$ cat src/rtl/operand_issue_pkg.sv
`default_nettype none
// ============================================================================
// Module  : operand_issue_pkg
// Purpose : Shared definitions for the operand-issue stage: instruction field
//           layout, the ALU op type and the ALU op constants.
// Revision: 1.0 - initial release
// ============================================================================
package operand_issue_pkg;

    // Instruction word layout: [15:12] op, [11:8] rd, [7:4] rs, [3:0] rt
    localparam int INSTR_W = 16;
    localparam int OP_MSB  = 15;
    localparam int OP_LSB  = 12;
    localparam int RD_MSB  = 11;
    localparam int RD_LSB  = 8;
    localparam int RS_MSB  = 7;
    localparam int RS_LSB  = 4;
    localparam int RT_MSB  = 3;
    localparam int RT_LSB  = 0;

    typedef logic [3:0] alu_op_t;
    typedef logic [3:0] reg_idx_t;

    // ALU op constants shared with the ALU. Any other encoding is passed
    // through untouched and treated as a binary op.
    localparam alu_op_t ALU_ADD = 4'h0;
    localparam alu_op_t ALU_SUB = 4'h1;
    localparam alu_op_t ALU_MUL = 4'h2;
    localparam alu_op_t ALU_NEG = 4'h3;

    // Field order matches the bit layout above, so a plain cast decodes.
    typedef struct packed {
        alu_op_t  op;
        reg_idx_t rd;
        reg_idx_t rs;
        reg_idx_t rt;
    } instr_t;

    function automatic logic op_uses_rt(input alu_op_t op);
        return (op != ALU_NEG);
    endfunction

endpackage : operand_issue_pkg
`default_nettype wire

$ cat src/rtl/operand_issue_regfile.sv
`default_nettype none
// ============================================================================
// Module  : operand_issue_regfile
// Purpose : NREG x WIDTH register file, two asynchronous read ports and one
//           synchronous write port. Register 0 is hardwired to zero.
// Ports   : clk, resetn       - clock, asynchronous active-low reset
//           we/waddr/wdata    - write port, takes effect on rising clk
//           raddr_a/rdata_a   - read port A (combinational)
//           raddr_b/rdata_b   - read port B (combinational)
// Revision: 1.0 - initial release
// ============================================================================
module operand_issue_regfile #(
    parameter int WIDTH = 16,
    parameter int NREG  = 16,
    parameter int AW    = $clog2(NREG)
) (
    input  logic             clk,
    input  logic             resetn,
    input  logic             we,
    input  logic [AW-1:0]    waddr,
    input  logic [WIDTH-1:0] wdata,
    input  logic [AW-1:0]    raddr_a,
    output logic [WIDTH-1:0] rdata_a,
    input  logic [AW-1:0]    raddr_b,
    output logic [WIDTH-1:0] rdata_b
);

    logic [WIDTH-1:0] mem_q [NREG];
    logic [WIDTH-1:0] mem_d [NREG];

    always_comb begin
        mem_d = mem_q;
        // Writes to register 0 are dropped so it always reads zero.
        if (we && (waddr != '0)) begin
            mem_d[waddr] = wdata;
        end
    end

    always_ff @(posedge clk or negedge resetn) begin
        if (!resetn) begin
            for (int i = 0; i < NREG; i++) begin
                mem_q[i] <= '0;
            end
        end else begin
            mem_q <= mem_d;
        end
    end

    assign rdata_a = mem_q[raddr_a];
    assign rdata_b = mem_q[raddr_b];

endmodule : operand_issue_regfile
`default_nettype wire

$ cat src/rtl/operand_issue.sv
`default_nettype none
// ============================================================================
// Module  : operand_issue
// Purpose : Operand read and issue stage. Decodes an instruction, reads its
//           source registers, tracks outstanding destinations in a one-bit-
//           per-register scoreboard and issues the op to registered ALU
//           inputs once no hazard remains.
// Ports   : clk, resetn               - clock, asynchronous active-low reset
//           instr, instr_valid        - instruction offered by upstream
//           instr_ready               - combinational accept (no hazard)
//           wb_en, wb_addr, wb_data   - write-back from downstream
//           alu_ctrl/a/b/dst/valid    - registered issue outputs
// Config  : OPERAND_ISSUE_FORWARD_EN - when defined, a same-cycle write-back
//           to a pending source is forwarded to the operand and clears that
//           source hazard (no stall). Undefined: stall one cycle instead.
// Revision: 1.0 - initial release
// ============================================================================
module operand_issue
    import operand_issue_pkg::*;
#(
    parameter int WIDTH = 16,
    parameter int NREG  = 16
) (
    input  logic             clk,
    input  logic             resetn,
    input  logic [15:0]      instr,
    input  logic             instr_valid,
    output logic             instr_ready,
    input  logic             wb_en,
    input  logic [3:0]       wb_addr,
    input  logic [WIDTH-1:0] wb_data,
    output logic [3:0]       alu_ctrl,
    output logic [WIDTH-1:0] alu_a,
    output logic [WIDTH-1:0] alu_b,
    output logic [3:0]       alu_dst,
    output logic             alu_valid
);

    instr_t           dec;
    logic             use_rt;
    logic [WIDTH-1:0] rdata_a;
    logic [WIDTH-1:0] rdata_b;
    logic             fwd_rs;
    logic             fwd_rt;
    logic             haz_rs;
    logic             haz_rt;
    logic             haz_rd;
    logic             transfer;
    logic [WIDTH-1:0] opnd_a;
    logic [WIDTH-1:0] opnd_b;

    logic [NREG-1:0]  pend_q;
    logic [NREG-1:0]  pend_d;
    logic             alu_valid_q, alu_valid_d;
    logic [3:0]       alu_ctrl_q,  alu_ctrl_d;
    logic [WIDTH-1:0] alu_a_q,     alu_a_d;
    logic [WIDTH-1:0] alu_b_q,     alu_b_d;
    logic [3:0]       alu_dst_q,   alu_dst_d;

    assign dec    = instr_t'(instr);
    assign use_rt = op_uses_rt(dec.op);

    operand_issue_regfile #(
        .WIDTH (WIDTH),
        .NREG  (NREG)
    ) u_regfile (
        .clk     (clk),
        .resetn  (resetn),
        .we      (wb_en),
        .waddr   (wb_addr),
        .wdata   (wb_data),
        .raddr_a (dec.rs),
        .rdata_a (rdata_a),
        .raddr_b (dec.rt),
        .rdata_b (rdata_b)
    );

`ifdef OPERAND_ISSUE_FORWARD_EN
    // A write landing this edge on a source register supplies the operand
    // directly. Register 0 is excluded because its writes are discarded.
    assign fwd_rs = wb_en && (wb_addr == dec.rs) && (dec.rs != '0);
    assign fwd_rt = wb_en && (wb_addr == dec.rt) && (dec.rt != '0);
`else
    assign fwd_rs = 1'b0;
    assign fwd_rt = 1'b0;
`endif

    // Destination is always checked: a pending rd would let a younger write
    // overtake an older one. Forwarding only relaxes source hazards.
    assign haz_rs      = pend_q[dec.rs] && !fwd_rs;
    assign haz_rt      = use_rt && pend_q[dec.rt] && !fwd_rt;
    assign haz_rd      = pend_q[dec.rd];
    assign instr_ready = !(haz_rs || haz_rt || haz_rd);
    assign transfer    = instr_valid && instr_ready;

    assign opnd_a = fwd_rs ? wb_data : rdata_a;
    assign opnd_b = !use_rt ? '0 : (fwd_rt ? wb_data : rdata_b);

    always_comb begin
        pend_d = pend_q;
        // Clear first, then set, so an issue to the same register wins.
        if (wb_en) begin
            pend_d[wb_addr] = 1'b0;
        end
        if (transfer) begin
            pend_d[dec.rd] = 1'b1;
        end
        pend_d[0] = 1'b0;
    end

    always_comb begin
        alu_valid_d = transfer;
        alu_ctrl_d  = alu_ctrl_q;
        alu_a_d     = alu_a_q;
        alu_b_d     = alu_b_q;
        alu_dst_d   = alu_dst_q;
        if (transfer) begin
            alu_ctrl_d = dec.op;
            alu_a_d    = opnd_a;
            alu_b_d    = opnd_b;
            alu_dst_d  = dec.rd;
        end
    end

    always_ff @(posedge clk or negedge resetn) begin
        if (!resetn) begin
            pend_q      <= '0;
            alu_valid_q <= 1'b0;
            alu_ctrl_q  <= '0;
            alu_a_q     <= '0;
            alu_b_q     <= '0;
            alu_dst_q   <= '0;
        end else begin
            pend_q      <= pend_d;
            alu_valid_q <= alu_valid_d;
            alu_ctrl_q  <= alu_ctrl_d;
            alu_a_q     <= alu_a_d;
            alu_b_q     <= alu_b_d;
            alu_dst_q   <= alu_dst_d;
        end
    end

    assign alu_valid = alu_valid_q;
    assign alu_ctrl  = alu_ctrl_q;
    assign alu_a     = alu_a_q;
    assign alu_b     = alu_b_q;
    assign alu_dst   = alu_dst_q;

endmodule : operand_issue
`default_nettype wire

$ cat config.mk
export PLATFORM = sky130hd
export DESIGN_NAME = operand_issue
export DESIGN_NICKNAME = d
export VERILOG_FILES = /design/src/rtl/operand_issue_pkg.sv /design/src/rtl/operand_issue_regfile.sv /design/src/rtl/operand_issue.sv
export SDC_FILE = /design/constraint.sdc
export NUM_CORES = 1
export LEC_CHECK = 0
export BUFFER_PORTS_ARGS = -buffer_cell sky130_fd_sc_hd__buf_2
export CORE_ASPECT_RATIO = 1.25
export CORE_MARGIN = 4
export CORE_UTILIZATION = 56
export DETAILED_ROUTE_END_ITERATION = 8
export PLACE_DENSITY_LB_ADDON = 0.05
export SLEW_MARGIN = 0
export SYNTH_ARGS = -nofsm -noshare
export SYNTH_HDL_FRONTEND = slang
export SYNTH_SLANG_ARGS = --single-unit
$ cat constraint.sdc
create_clock -name clk -period 2.4 [get_ports clk]
set_input_delay 0.12 -clock clk [delete_from_list [all_inputs] [get_ports clk]]
set_output_delay 0.12 -clock clk [all_outputs]
set_load 0.02 [all_outputs]
==> metrics.txt, run 1 <==
FF-to-FF setup slack=-0.19 ns; critical path data arrival time=2.97 ns; Hold WC Path Type=input pin to flop; Final min period=around 2.6 ns; Num CTS Buffers=35; synth unique cells=31; port bufs=81; layout cells sized above 1=between 60 and 70%; Avg Cell Area, Syn=around 16 µm²; Vias=9451; Mapped Cells=roughly 990; net count after synthesis=between 1k and 1.5k; Setup Total Neg Slack=-5.63 ns; Top FF cell, synth=dfrtp_1; initial antenna violation count=1; Placement Cell Area=between 15000 and 20000 µm²; Die Y=around 200 µm; drt total wl=40.0 mm; clk slew on worst S/H paths=approximately 0.060 ns; dpl cells=roughly 1.4k; max incr delay on CP=roughly 0.43 ns; Clk pwr share=30.5%; Root Driver=clkbuf_16; most used cell along the critical path=buf_6; number of synthesized flops with an enable pin=0; H-tree levels=2; Syn-to-layout area delta=17.3%; outcome=finished, violations left; Max IR drop VDD=~550 µV; Max Slew Vio Count=0; register area share after synthesis=49.2%; RSZ-0062 raised after global routing=true; Buf/Inv on CP=4; Std-Cell Rows=a little under 70; NetSw=5.00 mW; YS warnings=0; crit start category=flop; CTS tree=yes; CP cell instances=buf_6, mux4_2, o211ai_1, o22ai_2, buf_4, nor4b_4, buf_6, buf_8, mux2_4; DIE WIDTH=about 160 µm; final cell count without fillers=1476; worst-path maximum fanout=7; violated checks=setup timing; Clock Latency Late Sink=between 0.5 and 0.6 ns; ANT cells=0; gr ovfl total=0; largest net degree at the start of global routing=81; ANT nets after route=0; flops & latches, synth=approximately 310; Fin. Hold Viols=0; worst slew pin tran=a little under 0.7 ns; Final GP Congestion=~0.82; Initial Util=between 50% and 60%; routed len/inst=between 20 and 30 µm; Crit. End Element=flop; fillers=about 2.0k; commonest non-fill, non-tap cell in the layout=dfrtp_1; final setup vio count=40; commonest cells after routing, fill and taps aside=dfrtp_1, mux2_2, mux4_2; Place WS=-0.0588 ns; core box area=roughly 28000 µm²; Via density=around 6.4; Boundary Pins=just over 80; drt pass-1 iters=4; cell family with most CP delay=multiplexers; DRC viols=0; Die ar.=31100 µm²; Slew headroom=between 50% and 60%; fin nets=approximately 1.1k; Synth Cell Area=15900 µm²; share of flip-flops with an asynchronous set or reset=between 90% and 100%; first-pass GRT wire length=between 60 and 70 mm; switching share of power=28.0%; Setup WS post-layout=-0.190 ns; Final period util=108%; f_max=386 MHz; Crit Path Class=flop to flop; vias in the first global route=10.3k; Num Clock Sinks=around 310; Leak Pwr=8.02 nW; Final Cell Area=~19000 µm²; cell area power density=~960 nW/µm²; DR iter-0 viols=slightly below 600; MaxCap Viol Count=0; clock tree buffer depth=3; Slowest-stage cell, CP=mux4_2; Tot Pwr=about 18 mW; Required @ worst endpoint=2.78 ns; Flop pwr share=between 40 and 50%; Comb pwr share=roughly 27%; Pint=approximately 13 mW; hpwl dp=roughly 25 mm; clock skew=0.0155 ns; GRT Util Overall=a little over a quarter
-- final timing paths --
| kind | startpoint | cells after the start | endpoint |
|---|---|---|---|
| max | pend_q[3] | 9 | alu_dst[3] |
| min | wb_data[2] | 2 | u_regfile.mem_q[178] |
| max reg2reg | pend_q[3] | 9 | alu_dst[3] |
| min reg2reg | u_regfile.mem_q[248] | 0 | u_regfile.mem_q[248] |
| max in group asynchronous | resetn | 3 | u_regfile.mem_q[138] |
| min in group asynchronous | resetn | 2 | u_regfile.mem_q[114] |
-- per-stage QoR --
stage	util, %	hold slack (ns)
after global routing	66.9	0.0451
after detailed placement	61.1	0.177
after floorplan	-	-0.176
after CTS	66.6	0.0298
after global placement	61.1	0.170
final	66.9	0.0389
-- sequential cells by signal, summed over array words and instances, names as in the netlist --
signal / cells
alu_ctrl: 4
alu_a: 16
u_regfile.mem_q: 256
pend_q: 15
alu_dst: 4
alu_valid: 1
alu_b: 16
-- power by group through the flow --
stage	clock (mW)	combinational [mW]	sequential [mW]
floorplan	0	2.88	7.72
global placement	0	4.38	7.52
detailed placement	0	4.46	7.59
CTS	5.60	4.83	7.53
global route	5.82	5.25	7.73
finish	5.46	4.88	7.55
-- cells in the mapped netlist, drive strengths merged (3+ instances only) --
cell type    n  area (µm²)
dfrtp      312        7810
mux2       266        3000
mux4       169        3810
clkbuf      76         285
inv         29         109
buf         22         130
mux2i       22         220
nor2        22        82.6
nand2       20        75.1
a22o        15         131
nand2b       6        37.5
nor3         5        30.0
nand3b       4        30.0
or3          3        18.8
-- metal layers --
metal	GRT usage (%)	up-vias	wire (µm)
li1	-	4012	-
met5	0	-	8
met2	44.9	245	20700
met3	4.37	69	1910
met1	36.7	5123	16400
met4	7.24	2	1020
-- timing repair --
item                                    CTS  global route
hold endpoints to repair                 78             0
pin swaps                                 3             4
hold buffers                              7             0
endpoints found under the setup margin   25            39
gates resized for setup                  36            17
gates cloned                              2             0
setup buffers                            13             3
-- final cells by class --
cell class                 count  area, µm²  area share, %
clock buffer                  51       1080           5.79
tap                          350        438           2.35
inverter                      29        109          0.584
timing repair buffer         177       1390           7.46
clock inverter                11        110          0.591
sequential                   312       7810           41.9
multi-input combinational    546       7690           41.3
-- worst register-to-register path: stages (launching register included) --
cell,delay (ns)
dfrtp_1,0.41
buf_6,0.13
mux4_2,0.43
o211ai_1,0.23
o22ai_2,0.10
buf_4,0.16
nor4b_4,0.34
buf_6,0.21
buf_8,0.15
mux2_4,0.30
-- kinds of logic after synthesis --
family	synth area share, %
flip-flops	49.2
AND/OR/NAND/NOR	2.25
multiplexers	44.2
buffers and inverters	3.30
AO/OA/AOI/OAI	1.06
No activity file was read; power rests on OpenSTA's default activity.
==> run 2: changes to the inputs <==
--- a/config.mk
+++ b/config.mk
@@ -8,5 +8,7 @@
 export BUFFER_PORTS_ARGS = -buffer_cell sky130_fd_sc_hd__buf_2
+export CELL_PAD_IN_SITES_DETAIL_PLACEMENT = 1
+export CELL_PAD_IN_SITES_GLOBAL_PLACEMENT = 1
 export CORE_ASPECT_RATIO = 1.25
 export CORE_MARGIN = 4
-export CORE_UTILIZATION = 56
+export CORE_UTILIZATION = 48
 export DETAILED_ROUTE_END_ITERATION = 8
==> constraint.sdc (replaced) <==
create_clock -name clk -period 2.4 [get_ports clk]
set_input_delay 0.24 -clock clk [delete_from_list [all_inputs] [get_ports clk]]
set_output_delay 0.24 -clock clk [all_outputs]
set_load 0.02 [all_outputs]
==> run 2 against run 1 <==
  * The flow still finishes with violations (setup timing)
  * Critical path depth is 3 lower
  * Sequential cell count is the same
  * Final area did not move
  * First-iteration DRC count increased by 4.2%
  * Total power shrank 0.78%
  * Clock power fell by 4.2%
  * Global-route usage decreased by 1.6 points
  * Combinational power grew 1%
  * Critical path type is now flop to primary output
==> metrics.txt, run 2 (synthesized netlist as in run 1, its figures left out) <==
Hold WC Path Type=input pin to flop; layout cells sized above 1=59.9% (-0.50 points); outcome=finished, violations left; Via density=6.19 (-3.3%); Boundary Pins=82 (unchanged); violated checks=setup timing; DR iter-0 viols=614 (+4.2%); routed len/inst=28.9 µm (+6.5%); Syn-to-layout area delta=17.3% (unchanged); fin nets=1123 (-1.6%); clock skew=0.0166 ns (+0.00107 ns); vias in the first global route=10.5k (+2.5%); reg2reg path depth=8 (-1); Min-Delay Endpoint=alu_dst[3]; Reg area=7810 µm² (unchanged); max incr delay on CP=0.48 ns (+0.05 ns); fillers=3020 (+50%); Die Y=211 µm (+7.7%); worst slew pin tran=0.546 ns (-0.134 ns); drt pass-1 iters=5 (+1); port bufs=81 (unchanged); Num CTS Buffers=35 (unchanged); Vias=9419 (-0.34%); Fin. Hold Viols=0 (unchanged); commonest cells after routing, fill and taps aside=dfrtp_1, mux2_2, mux4_2; multi-input logic area=7710 µm² (+0.28%); DRC viols=0 (unchanged); crit start category=flop; ANT nets after route=0 (unchanged); Critical R2R Capture=alu_a[15]; CP cell instances=mux4_2, o211ai_1, o22ai_2, buf_4, nor3_4, buf_6; hpwl dp=26.7 mm (+6.5%); Required @ worst endpoint=2.16 ns (-0.62 ns); f_max=401 MHz (+3.9%); H-tree levels=2 (unchanged); Slowest-stage cell, CP=mux4_2; initial antenna violation count=1 (unchanged); clk slew on worst S/H paths=0.06 ns (about the same); FF-to-FF setup slack=-0.09 ns (+0.10 ns); Placement Cell Area=17100 µm² (+0.69%); max reg flops=256 (unchanged); Clock Latency Late Sink=0.53 ns (about the same); Std-Cell Rows=74 (+8.8%); Crit Path Class=flop to primary output; Setup WS post-layout=-0.0931 ns (+0.0972 ns); Final period util=104% (-4.0 points); gr ovfl total=0 (unchanged); critical path data arrival time=2.25 ns (-0.72 ns); worst-path maximum fanout=4 (-3); core box area=32700 µm² (+17%); largest net degree at the start of global routing=80 (-1.2%); clock tree buffer depth=3 (unchanged); hold-critical path depth=2 (unchanged); Final Cell Area=18600 µm² (unchanged); HP Start=instr[11]; first-pass GRT wire length=67.5 mm (+8.5%); final setup vio count=13 (-68%); DIE WIDTH=171 µm (+7.6%); cell area power density=953 nW/µm² (-0.78%); drt total wl=43.9 mm (+9.7%); Final GP Congestion=0.803 (-2.2%); Setup Total Neg Slack=-0.818 ns (+4.81 ns); most flop-heavy register=u_regfile.mem_q; Leak Pwr=7.94 nW (-0.95%); Root Driver=clkbuf_16; RSZ-0062 raised after global routing=true; Num Clock Sinks=312 (unchanged); MaxCap Viol Count=0 (unchanged); CTS tree=yes; GRT Util Overall=25.2% (-1.6 points); Crit. End Element=primary output; Max Slew Vio Count=0 (unchanged); Critical R2R Launch=pend_q[7]; Initial Util=48.6% (-8.5 points); Max IR drop VDD=745 µV (+36%); Die ar.=36100 µm² (+16%); commonest non-fill, non-tap cell in the layout=dfrtp_1; Slew headroom=63.6% (+8.9 points); Final min period=2.49 ns (-0.0972 ns)
-- run 2: worst max-delay path: cells and delay by family (launching register included) --
family	cells	cell delay (ns)
AO/OA/AOI/OAI	2	0.35
buffers and inverters	2	0.33
flip-flops	1	0.41
multiplexers	1	0.48
AND/OR/NAND/NOR	1	0.16
-- run 2: power by group --
group | internal (mW) | switching (mW)
clock network | 3.11 | 2.12
logic | 2.92 | 2.01
registers | 6.62 | 0.973
total | 12.7 | 5.10
-- run 2: area by class of cell --
type	count	share of cell area, %
sequential	312	41.9
antenna	1	0.0134
inverter	29	0.584
clock buffer	49	5.59
timing repair buffer	159	7.35
tap	418	2.81
multi-input combinational	546	41.4
clock inverter	7	0.322
-- run 2: how the worst max path moves through the flow --
| stage | start | end | slack [ns] | cells past startpoint |
|---|---|---|---|---|
| floorplan | instr[4] | alu_a[0] | -0.007 | 6 |
| global placement | pend_q[3] | alu_a[3] | -0.07 | 6 |
| detailed placement | instr[15] | alu_a[14] | -0.04 | 7 |
| CTS | pend_q[6] | instr_ready | -0.10 | 6 |
| global route | pend_q[15] | instr_ready | -0.18 | 6 |
| finish | pend_q[7] | instr_ready | -0.09 | 6 |
-- run 2: through the flow --
stage / power [mW] / utilization [%] / setup slack, ns / instances / hold WS (ns)
after global placement: 12.0 / 52.4 / -0.0742 / 1447 / 0.190
after global routing: 18.7 / 57.0 / -0.178 / 1520 / 0.122
final: 17.8 / 57.0 / -0.0931 / 1521 / 0.126
after detailed placement: 12.2 / 52.4 / -0.0423 / 1447 / 0.189
after floorplan: 10.6 / - / -0.00663 / 985 / -0.0556
after CTS: 17.8 / 56.6 / -0.103 / 1515 / 0.0873
-- run 2: repair_timing --
action | CTS | global route
hold buffers | 5 | 0
endpoints found under the hold margin | 49 | 0
setup buffers | 5 | 4
cloned | 2 | 1
pin swaps | 3 | 1
endpoints found under the setup margin | 11 | 39
gates resized for setup | 28 | 22
-- run 2: per-layer routing --
metal  wire (µm)  vias up  GRT usage [%]
li1            -     3960              -
met1       18300     5204           33.6
met2       23000      204           43.6
met3        1600       51           3.62
met4        1030        0           6.72
met5           0        -              0
==> run 3: changes to the inputs <==
- SETUP_SLACK_MARGIN: default -> 0.1
==> run 3 against run 2 <==
  * The run still ends with setup timing left
  * Cell count is 0.33% higher
  * Sequential share of layout area is 0.13 points lower
  * Die area unchanged
  * Combinational power increased by 2%
  * Utilization grew 0.18 points
  * Non-clock buffer count increased by 5
==> metrics.txt, run 3 (synthesized netlist as in run 1, its figures left out) <==
outcome=finished, violations left; violated checks=setup timing; clk slew on worst S/H paths=0.06 ns (about the same); max incr delay on CP=0.52 ns (+0.04 ns); Leak Pwr=7.94 nW (about the same); first-pass GRT wire length=68.0 mm (+0.82%); ANT cells=0 (-1); GRT Util Overall=25.4% (+0.24 points); DR iter-0 viols=510 (-17%); switching share of power=29.0% (+0.24 points); Boundary Pins=82 (unchanged); DIE WIDTH=171 µm (unchanged); Max IR drop VDD=767 µV (+3.0%); core box area=32700 µm² (unchanged); cell area power density=953 nW/µm² (about the same); Fin. Hold Viols=0 (unchanged); layout cells sized above 1=60.0% (+0.13 points); reg2reg path depth=9 (+1); vias in the first global route=10.5k (-0.18%); CTS tree=yes; FF-to-FF setup slack=-0.16 ns (-0.07 ns); Slowest-stage cell, CP=mux4_2; Crit. End Element=primary output; clock skew=0.0106 ns (-0.00595 ns); Clk pwr share=28.9% (-0.6 points); Buf/Inv on CP=3 (+1); routed len/inst=29.2 µm (+1.2%); fin nets=1127 (+0.36%); Via density=6.22 (+0.49%); drt total wl=44.6 mm (+1.6%); fillers=2980 (-1.3%); Die Y=211 µm (unchanged); Final period util=107% (+3.6 points); hold-critical path depth=2 (unchanged); Place WS=-0.0670 ns (-0.0247 ns); Slew headroom=59.4% (-4.2 points); crit start category=flop; Tot Pwr=17.8 mW (+0.32%); Setup Total Neg Slack=-3.99 ns (-3.17 ns); commonest non-fill, non-tap cell in the layout=dfrtp_1; Root Driver=clkbuf_16; critical path data arrival time=2.34 ns (+0.09 ns); Flop pwr share=42.9% (about the same); Max Slew Vio Count=0 (unchanged); port bufs=81 (unchanged); worst slew pin tran=0.609 ns (+0.0637 ns); initial antenna violation count=1 (unchanged); ANT nets after route=0 (unchanged); Final GP Congestion=0.829 (+3.2%); Num Clock Sinks=312 (unchanged); f_max=388 MHz (-3.3%); Crit Path Class=flop to primary output; RSZ-0062 raised after global routing=true; commonest cells after routing, fill and taps aside=dfrtp_1, mux2_2, mux4_2; drt pass-1 iters=4 (-1); Required @ worst endpoint=2.16 ns (about the same); worst-path maximum fanout=4 (unchanged); Comb pwr share=28.2% (+0.4 points); clock tree buffer depth=3 (unchanged); Reg area=7810 µm² (unchanged); largest net degree at the start of global routing=69 (-14%); DRC viols=0 (unchanged); multi-input logic area=7740 µm² (+0.32%); Vias=9496 (+0.82%); final setup vio count=40 (+27); max reg flops=256 (unchanged); Std-Cell Rows=74 (unchanged); Critical Path Stages=7 (+1); Final min period=2.58 ns (+0.0859 ns); Hold WC Path Type=input pin to flop; most used cell along the critical path=buf_6; cell family with most CP delay=multiplexers; CP cell instances=mux4_2, mux2i_2, o22ai_2, buf_4, nor3_4, buf_6, buf_6; Syn-to-layout area delta=17.7%; NetSw=5.16 mW (+1.2%); hpwl dp=26.7 mm (+0.11%); most flop-heavy register=u_regfile.mem_q; Die ar.=36100 µm² (unchanged); MaxCap Viol Count=0 (unchanged); H-tree levels=2 (unchanged); Pint=12.7 mW (about the same); Setup WS post-layout=-0.179 ns (-0.0859 ns); Num CTS Buffers=34 (-2.9%); Clock Latency Late Sink=0.52 ns (about the same); gr ovfl total=0 (unchanged); Initial Util=48.6% (unchanged)
==> run 3: cell types whose count changed in the layout (fill, tap and decap cells not counted), sizes merged <==
cell,change
diode,-1
clkbuf,+5
buf,+5
bufinv,-1
clkinv,-4
clkinvlp,+1
==> run 3: layout make-up <==
| type | count | area share, % |
|---|---|---|
| multi-input combinational | 546 | 41.4 |
| sequential | 312 | 41.8 |
| inverter | 29 | 0.583 |
| clock buffer | 54 | 5.73 |
| clock inverter | 3 | 0.0938 |
| timing repair buffer | 164 | 7.59 |
| tap | 418 | 2.80 |
==> run 3: timing repair <==
action | CTS | global route
setup buffers | 9 | 2
gates cloned | 3 | 1
setup endpoints to repair | 36 | 56
resized for setup | 47 | 10
endpoints found under the hold margin | 61 | 0
pin swaps | 4 | 3
hold buffers | 5 | 0
==> run 3: worst reg2reg max path, stage by stage, from the launching register on <==
cell and delay, ns:
dfrtp_1 0.44, mux4_2 0.52, mux2i_2 0.19, o22ai_2 0.14
buf_4 0.17, nor4b_4 0.22, buf_6 0.17, buf_6 0.12
clkbuf_16 0.18, mux2_4 0.31
==> run 3: stage by stage <==
step / utilization (%) / std cells / cell area [µm²] / hold slack, ns
6_report: 57.2 / 1526 / 18700 / 0.119
5_1_grt: 57.2 / 1526 / 18700 / 0.0992
4_1_cts: 56.9 / 1524 / 18600 / 0.0880
3_5_place_dp: 52.4 / 1450 / 17100 / 0.246
3_3_place_gp: 52.4 / 1450 / 17100 / 0.255
2_1_floorplan: - / 985 / 15900 / -0.0556
==> run 3: power groups by stage <==
stage	Clock, mW	Sequential, mW	Combinational [mW]
finish	5.15	7.63	5.03
global route	5.50	7.81	5.39
floorplan	0	7.72	2.90
detailed placement	0	7.67	4.53
CTS	5.27	7.61	4.99
global placement	0	7.58	4.41
==> run 3: final timing paths <==
check	start	end
setup / recovery	pend_q[15]	instr_ready
hold / removal	instr[10]	alu_dst[2]
setup reg to reg	pend_q[15]	alu_dst[3]
hold reg to reg	u_regfile.mem_q[247]	u_regfile.mem_q[247]
max in group asynchronous	resetn	u_regfile.mem_q[246]
min in group asynchronous	resetn	u_regfile.mem_q[242]
==> run 3: metal layers <==
layer	GRT usage (%)	part of all wire, %	wire, µm
met5	0	0.016	7
met4	6.23	2.3	1030
met3	3.98	4.4	1970
met2	44.2	52	23200
met1	33.8	41	18400
